==> config.mk <==
export PLATFORM = sky130hd
export DESIGN_NAME = gpu_instr_unpack
export DESIGN_NICKNAME = d
export VERILOG_FILES = /design/src/rtl/gpu_instr_unpack.sv
export SDC_FILE = /design/constraint.sdc
export NUM_CORES = 1
export LEC_CHECK = 0
export ABC_AREA = 1
export CAP_MARGIN = 10
export CORE_AREA = 4 4 121 123
export DETAILED_ROUTE_END_ITERATION = 7
export DIE_AREA = 0 0 125 127
export HOLD_SLACK_MARGIN = 0.1
export PLACE_DENSITY = 0.74
export SLEW_MARGIN = 10
export SYNTH_ARGS = -nofsm -noshare
export SYNTH_HDL_FRONTEND = slang
export SYNTH_SLANG_ARGS = --single-unit
==> constraint.sdc <==
create_clock -name sys_clk -period 2 [get_ports sys_clk]
set_clock_uncertainty 0.1 [all_clocks]
set_input_delay 0.4 -clock sys_clk [delete_from_list [all_inputs] [get_ports sys_clk]]
set_output_delay 0.4 -clock sys_clk [all_outputs]
set_load 0.005 [all_outputs]
==> src/rtl/gpu_instr_unpack.sv <==
// GPU instruction unpacker: splits prefetched longwords into 16-bit opcodes
// with byte PCs, handling jump flushes, odd-halfword targets and stale fetches.
module gpu_instr_unpack #(
  parameter int unsigned AW    = 23,
  parameter int unsigned DEPTH = 3
) (
  input  logic          sys_clk,
  input  logic          resetl,
  input  logic [31:0]   pf_data,
  input  logic [AW-1:0] pf_addr,
  input  logic          pf_valid,
  output logic          pf_ready,
  input  logic          flush,
  input  logic [AW-1:0] flush_pc,
  output logic [15:0]   op_data,
  output logic [AW-1:0] op_pc,
  output logic          op_valid,
  input  logic          op_ready,
  output logic          stale,
  output logic [1:0]    buf_cnt
);

  localparam int unsigned HW = 16;

  logic [HW-1:0] buf_q [0:2];
  logic [HW-1:0] buf_d [0:2];
  logic [1:0]    cnt_q, cnt_d;
  logic [AW-1:0] op_pc_q, op_pc_d;
  logic [AW-1:0] exp_addr_q, exp_addr_d;
  logic          skip_q, skip_d;
  logic          stale_q, stale_d;

  logic pop, accept, addr_match;
  logic unused_bits;

  assign unused_bits = ^{flush_pc[0], pf_addr[1:0]};

  // Room for a full longword only when at most one halfword is buffered.
  assign pf_ready   = resetl & (cnt_q <= 2'(DEPTH - 2));
  assign op_valid   = (cnt_q != 2'd0);
  assign pop        = op_valid & op_ready & ~flush;
  assign accept     = pf_valid & pf_ready & ~flush;
  assign addr_match = (pf_addr[AW-1:2] == exp_addr_q[AW-1:2]);

  assign op_data = buf_q[0];
  assign op_pc   = op_pc_q;
  assign stale   = stale_q;
  assign buf_cnt = cnt_q;

  // Next-state: flush wins; otherwise pop shifts the FIFO, then pushes append.
  always_comb begin
    buf_d      = buf_q;
    cnt_d      = cnt_q;
    op_pc_d    = op_pc_q;
    exp_addr_d = exp_addr_q;
    skip_d     = skip_q;
    stale_d    = 1'b0;
    if (flush) begin
      cnt_d      = 2'd0;
      op_pc_d    = {flush_pc[AW-1:1], 1'b0};
      exp_addr_d = {flush_pc[AW-1:2], 2'b00};
      skip_d     = flush_pc[1];
    end else begin
      if (pop) begin
        buf_d[0] = buf_q[1];
        buf_d[1] = buf_q[2];
        cnt_d    = cnt_q - 2'd1;
        op_pc_d  = op_pc_q + AW'(2);
      end
      if (accept) begin
        if (addr_match) begin
          if (cnt_d == 2'd0) begin
            if (skip_q) begin
              buf_d[0] = pf_data[15:0];
            end else begin
              buf_d[0] = pf_data[31:16];
              buf_d[1] = pf_data[15:0];
            end
          end else begin
            if (skip_q) begin
              buf_d[1] = pf_data[15:0];
            end else begin
              buf_d[1] = pf_data[31:16];
              buf_d[2] = pf_data[15:0];
            end
          end
          cnt_d      = cnt_d + (skip_q ? 2'd1 : 2'd2);
          skip_d     = 1'b0;
          exp_addr_d = exp_addr_q + AW'(4);
        end else begin
          stale_d = 1'b1;
        end
      end
    end
  end

  always_ff @(posedge sys_clk) begin
    if (!resetl) begin
      buf_q[0]   <= '0;
      buf_q[1]   <= '0;
      buf_q[2]   <= '0;
      cnt_q      <= 2'd0;
      op_pc_q    <= '0;
      exp_addr_q <= '0;
      skip_q     <= 1'b0;
      stale_q    <= 1'b0;
    end else begin
      buf_q[0]   <= buf_d[0];
      buf_q[1]   <= buf_d[1];
      buf_q[2]   <= buf_d[2];
      cnt_q      <= cnt_d;
      op_pc_q    <= op_pc_d;
      exp_addr_q <= exp_addr_d;
      skip_q     <= skip_d;
      stale_q    <= stale_d;
    end
  end

endmodule

==> results of run 1 <==
worst max path at each step:
stage	startpoint	to	slack (ns)
floorplan	buf_cnt[0]	op_data[2]	0.006
global placement	flush	buf_q[26]	-0.39
detailed placement	op_ready	buf_q[26]	-0.41
CTS	pf_addr[22]	op_data[3]	0.002
finish	op_ready	buf_q[5]	-0.06
global route	op_ready	buf_q[5]	-0.13
critical path: stages:
cell and delay, ns:
clkdlybuf4s50_1 0.58, nand2_8 0.09, inv_6 0.08, nand2_8 0.06, nand2_2 0.07, nand2_2 0.08, nand2_4 0.09, inv_8 0.05
nor2_4 0.25, nand3_4 0.23, nand2_2 0.13, a21oi_2 0.06
final cells by class:
cell class / instances / area [µm²]
tap: 180 / 225
clock buffer: 11 / 243
inverter: 103 / 402
sequential: 95 / 1920
timing repair buffer: 212 / 2110
clock inverter: 4 / 30.0
multi-input combinational: 796 / 4100
fill: 1235 / 4630
where the power goes:
part	leakage [nW]	switching, mW	internal, mW
sequential	0.779	0.0632	1.94
combinational	3.10	0.387	0.377
clock	0.132	0.775	0.876
total	4.01	1.23	3.20
registers in the layout (all words and copies together), names as in the netlist:
signal / cells
exp_addr_q: 21
buf_q: 32
skip_q: 1
op_data: 16
op_pc: 22
stale: 1
buf_cnt: 2
what timing repair did:
action                                  CTS  global route
endpoints found under the setup margin   50            80
gates resized for setup                  15           124
hold buffers                              0             0
setup buffers                             2             9
cloned                                    0             5
pin swaps                                 3            68
per-stage QoR:
| step | area, µm² | setup WS [ns] | setup TNS (ns) | utilization, % |
|---|---|---|---|---|
| floorplan | 6440 | 0.00575 | 0 | - |
| global placement | 8170 | -0.393 | -28.88 | 59.8 |
| detailed placement | 8170 | -0.408 | -29.85 | 59.8 |
| CTS | 8480 | 0.00198 | 0 | 62.1 |
| global route | 9030 | -0.128 | -3.96 | 66.1 |
| finish | 9030 | -0.0568 | -0.302 | 66.1 |
cell usage in the layout (no fill, tap or decap), types with 3 or more instances in the layout:
cell type / Yosys / layout
nand2_1: 351 / 338
clkdlybuf4s50_1: 0 / 99
nor2_1: 100 / 93
inv_1: 87 / 83
dfxtp_1: 95 / 79
o21ai_0: 77 / 74
buf_4: 24 / 71
nand3_1: 76 / 53
a21oi_1: 49 / 43
or2_2: 30 / 29
nand4_1: 28 / 28
nand3_2: 0 / 23
dlymetal6s2s_1: 0 / 20
inv_2: 15 / 16
o211ai_1: 15 / 15
dfxtp_2: 0 / 15
xor2_1: 14 / 14
clkbuf_16: 0 / 11
buf_6: 2 / 11
nand2_2: 4 / 10
a31oi_1: 10 / 10
xnor2_1: 8 / 7
buf_12: 0 / 7
nor2_4: 4 / 6
nand2_4: 2 / 6
nor3_1: 6 / 6
a21oi_2: 0 / 6
nor2_2: 0 / 5
or2_1: 4 / 5
nand2_8: 0 / 3
nand3_4: 2 / 3
cell families after synthesis:
family	synth area share (%)
AOI/OAI and AO/OA	13.0
xor gates and xnor gates	2.99
adders and majority gates	0.972
buffers and inverters	11.7
DFF	29.5
other	0.0583
and+or+nand+nor	41.7
per-layer routing:
metal  track usage [%]  vias up  routed length (µm)
met1              29.5     3397                8580
met3              3.43       56                1330
met5                 0        -                   0
li1                  -     3687                   -
met4              12.2        0                 872
met2              42.2      296               10000
==> qor.yml, run 1 <==
clock_tree:
  h-tree-depth: 3
  cts_buffer_depth: 2
  cts_tree: "built"
  cts_sinks: 95
  numCtsBuffers: 9
  clkTransAtPathRegs_ns: 0.07
  worstSkewPairLatency_ns: 0.35
  root_buffer: "clkbuf_16"
timing:
  period_needed_ns: 2.06
  hold_viol_final: 0
  rsz0062_at_grt: "true"
  tightest_slew_ns: 0.533
  setup_viol: 8
  fin_crit_sh_pct: 103
  slew_headroom_pct: 64.5
  fmax_ghz: 0.486
  setup_ws_ns: -0.0568
  whs_ns: 0.356
  slew_viol_final: 0
setup_path:
  arrival_ns: 2.18
  rr_startpoint: "buf_cnt[0]"
  path_max_fanout: 8
  critPathCaptureType: "register"
  reg2regPathDepth: 14
  r2r-end: "buf_q[5]"
  path_class: "primary input to register"
  start_kind: "primary input"
  r2r_slack_ns: -0.02
  cp.required_ns: 2.12
yosys:
  syn-cell-area_um2: 6440
  ys_seq_area_share_pct: 29.5
  synthDistinctLibCells: 37
  synth.top_cell.area_share_pct: 29.5
  synthTopCellsByCount: "351 x nand2_1, 100 x nor2_1, 95 x dfxtp_1, 87 x inv_1, 77 x o21ai_0"
  postSynthAreaPerCell_um2: 6.07
  synth_edf_count: 0
  synth_seq_cells: 95
  synth_area_leaders: "dfxtp_1 30%, nand2_1 20%, o21ai_0 6.0%, nand3_1 5.9%, nor2_1 5.8%"
  syn_nets: 1148
  yosysMostFrequentCell: "nand2_1"
  yosys_warnings: 0
  synth_top_cell_by_area: "dfxtp_1"
  async_reset_ff_share_pct: 0
  synthFlopType: "dfxtp_1"
  syn_inst: 1060
flow_run:
  cap_viol_max_count: 0
outcome:
  status: "finished with violations"
  violations: "negative setup slack"
placement:
  port_buffers: 122
  dp_cells: 1371
  gp_congestion: 0.913
  dp_hpwl_um: 14500
final_layout:
  layout.nets: 1305
  stdcell_count: 1401
  synthToLayoutAreaGrowth_pct: 40.3
  drive_above_1_share_pct: 19.7
  diodes: 0
detailed_routing:
  via_count: 7436
  postRouteAntennaNets: 0
  vias_per_cell: 5.31
  wl_per_cell_um: 14.8
  firstDrtPassIters: 5
  first_iter_violations: 692
  drc: 0
  drt-total-wl_um: 20800
power_and_ir_drop:
  power_density_nw_per_um2: 490
  power_mw: 4.42
  max-vdd-ir-drop_mv: 0.385
  power_leakage_nw: 4.01
floorplanning:
  num_rows: 43
  start_util_pct: 47.1
  die_width_um: 125
  core_um2: 13700
  dieArea_um2: 15900
  pin_count: 127
  fp.dieH_um: 127
min_path:
  hp-class: "register to register"
  min-delay-start: "buf_q[3]"
  hold_path_depth: 2
  whs_endpoint: "buf_q[3]"
global_route:
  grt_pass1_wl_um: 32100
  antenna_found_initial: 0
  grt_use_total_pct: 24.3
  grt_max_degree: 52
  grt_pass1_vias: 6845
  grt_overflow: 0
(Power assumes the default switching activity.)
==> run 2: changes to the inputs <==
- SKIP_CTS_REPAIR_TIMING: not set -> 1
==> run 2 against run 1 <==
Effect of this change: the run still ends with negative setup slack left; core utilization increased by 0.92 points; routed wire length up 2.6%; clock-buffer cell count stayed put; non-clock buffer count is 3 higher; critical path type is now register to register; sequential share of layout area is 0.26 points lower; die area stayed put; total power about the same; worst hold slack better by 0.0045 ns; sequential power about the same; first-iteration DRC count fell by 15%; maximum frequency increased by 1.3%; critical path depth up 3.
==> qor.yml, run 2 (synthesis results as in run 1) <==
power_and_ir_drop:
  max-vdd-ir-drop_mv: 0.371
  swShare_pct: 27.8
  power_leakage_nw: 4.11
  seqPwrFrac_pct: 45.3
  p_clk_share_pct: 37.5
  power_switching_mw: 1.23
  power_density_nw_per_um2: 483
  power_mw: 4.42
  power_frac_comb_pct: 17.1
  internal_power_mw: 3.19
detailed_routing:
  wl_per_cell_um: 15.2
  first_iter_violations: 587
  via_count: 7541
  drt-total-wl_um: 21300
  drc: 0
  firstDrtPassIters: 5
  vias_per_cell: 5.37
  postRouteAntennaNets: 0
setup_path:
  path_class: "register to register"
  critPathCaptureType: "register"
  critical-path-top-delay-family: "simple AND/OR/NAND/NOR gates"
  cp.required_ns: 2.12
  path_common_cell: "nand2_4"
  start_kind: "register"
  cp_cell_sequence: "inv_2 -> ha_4 -> inv_4 -> nand2_4 -> inv_4 -> nand2_8 -> nand2_4 -> nand2_4 -> nand2_8 -> clkinv_8 -> nor2_4 -> buf_6 -> nand3_4 -> nand2_2 -> a21oi_2"
  path_max_fanout: 8
  slowest_delay_ns: 0.34
  critPathSlowestCell: "dfxtp_2"
  arrival_ns: 2.15
  crit_buf_inv: 5
final_layout:
  layout.nets: 1309
  synthToLayoutAreaGrowth_pct: 42.3
  nFillCells: 1214
  drive_above_1_share_pct: 19.6
  largest_register: "buf_q"
  largest_register_ffs: 32
  diodes: 0
  mostFrequentLayoutCells: "339 x nand2_1, 99 x clkdlybuf4s50_1, 93 x nor2_1"
  mostFrequentLayoutCell: "nand2_1"
  stdcell_count: 1405
placement:
  port_buffers: 122
  gp_congestion: 0.913
  dp_hpwl_um: 14500
  dp_cells: 1371
timing:
  slew_viol_final: 0
  rsz0062_at_grt: "true"
  slew_headroom_pct: 65.6
  whs_ns: 0.361
  period_needed_ns: 2.03
  fin_setup_tns_ns: -0.175
  setup_ws_ns: -0.0310
  fin_crit_sh_pct: 102
  tightest_slew_ns: 0.516
  setup_viol: 8
  fmax_ghz: 0.492
  hold_viol_final: 0
clock_tree:
  h-tree-depth: 3
  numCtsBuffers: 9
  worstSkewPairLatency_ns: 0.35
  cts_tree: "built"
  cts_buffer_depth: 2
  clkTransAtPathRegs_ns: 0.06
  root_buffer: "clkbuf_16"
  cts_sinks: 95
floorplanning:
  fp.dieH_um: 127
  core_um2: 13700
  pin_count: 127
  dieArea_um2: 15900
  num_rows: 43
  start_util_pct: 47.1
  die_width_um: 125
global_route:
  grt_use_total_pct: 24.3
  grt_pass1_wl_um: 32100
  grt_max_degree: 52
  grt_pass1_vias: 6829
  antenna_found_initial: 0
  grt_overflow: 0
flow_run:
  cap_viol_max_count: 0
outcome:
  violations: "negative setup slack"
  status: "finished with violations"
min_path:
  hp-class: "register to register"
-- run 2: cell types whose count changed in the layout (fill, tap and decap cells not counted), moves of 3 or more --
cell,before,now
nand3_1,53,50
nand2_2,10,7
a21oi_2,6,3
clkbuf_16,11,15
dlymetal6s2s_1,20,23
a21oi_1,43,46
-- run 2: worst paths after layout --
| kind | startpoint | slack [ns] | depth (start not counted) | end |
|---|---|---|---|---|
| max | buf_cnt[0] | -0.03 | 15 | buf_q[11] |
| min | buf_q[14] | 0.36 | 2 | buf_q[14] |
| max reg2reg | buf_cnt[0] | -0.03 | 15 | buf_q[11] |
| min reg2reg | buf_q[14] | 0.36 | 2 | buf_q[14] |
-- run 2: power by group through the flow --
stage	clock network (mW)	registers [mW]	logic (mW)
after floorplan	0	2.04	0.331
after global placement	0	2.04	0.710
after detailed placement	0	2.05	0.718
after CTS	1.67	2.00	0.723
after global routing	1.73	2.01	0.825
final	1.66	2.00	0.758
-- run 2: stage by stage --
step	setup slack, ns	cell area [µm²]	utilization [%]
after global routing	-0.127	9160	67.0
after floorplan	0.00575	6440	-
after global placement	-0.393	8170	59.8
after CTS	-0.348	8450	61.8
final	-0.0310	9160	67.0
after detailed placement	-0.408	8170	59.8
-- run 2: worst register-to-register path, delay by kind of cell, from the launching register on --
| family | cells | cell delay [ns] |
|---|---|---|
| buffers and inverters | 5 | 0.43 |
| DFF | 1 | 0.34 |
| AOI/OAI and AO/OA | 1 | 0.05 |
| adders and majority gates | 1 | 0.16 |
| and+or+nand+nor | 8 | 0.81 |
-- run 2: per-layer routing --
| layer | share of wire (%) | GRT usage (%) | up-vias |
|---|---|---|---|
| met5 | 0 | 0 | - |
| met4 | 3.3 | 11.7 | 0 |
| met3 | 5.9 | 3.43 | 46 |
| met2 | 49 | 42.2 | 290 |
| met1 | 41 | 29.6 | 3502 |
| li1 | - | - | 3703 |
-- run 2: layout make-up --
| type | instances | area (µm²) | share of cell area, % |
|---|---|---|---|
| Multi-Input combinational cell | 796 | 4100 | 44.8 |
| Sequential cell | 95 | 1930 | 21.0 |
| Inverter | 103 | 404 | 4.41 |
| Timing Repair inverter | 1 | 8.76 | 0.0956 |
| Clock inverter | 4 | 30.0 | 0.328 |
| Timing Repair Buffer | 215 | 2220 | 24.2 |
| Tap cell | 180 | 225 | 2.46 |
| Clock buffer | 11 | 243 | 2.65 |
==> run 3: changes to the inputs <==
- CTS_CLUSTER_DIAMETER: not set -> 120
==> results of run 3 <==
Same layout as run 2: the final DEF is identical, and so are final timing and power.
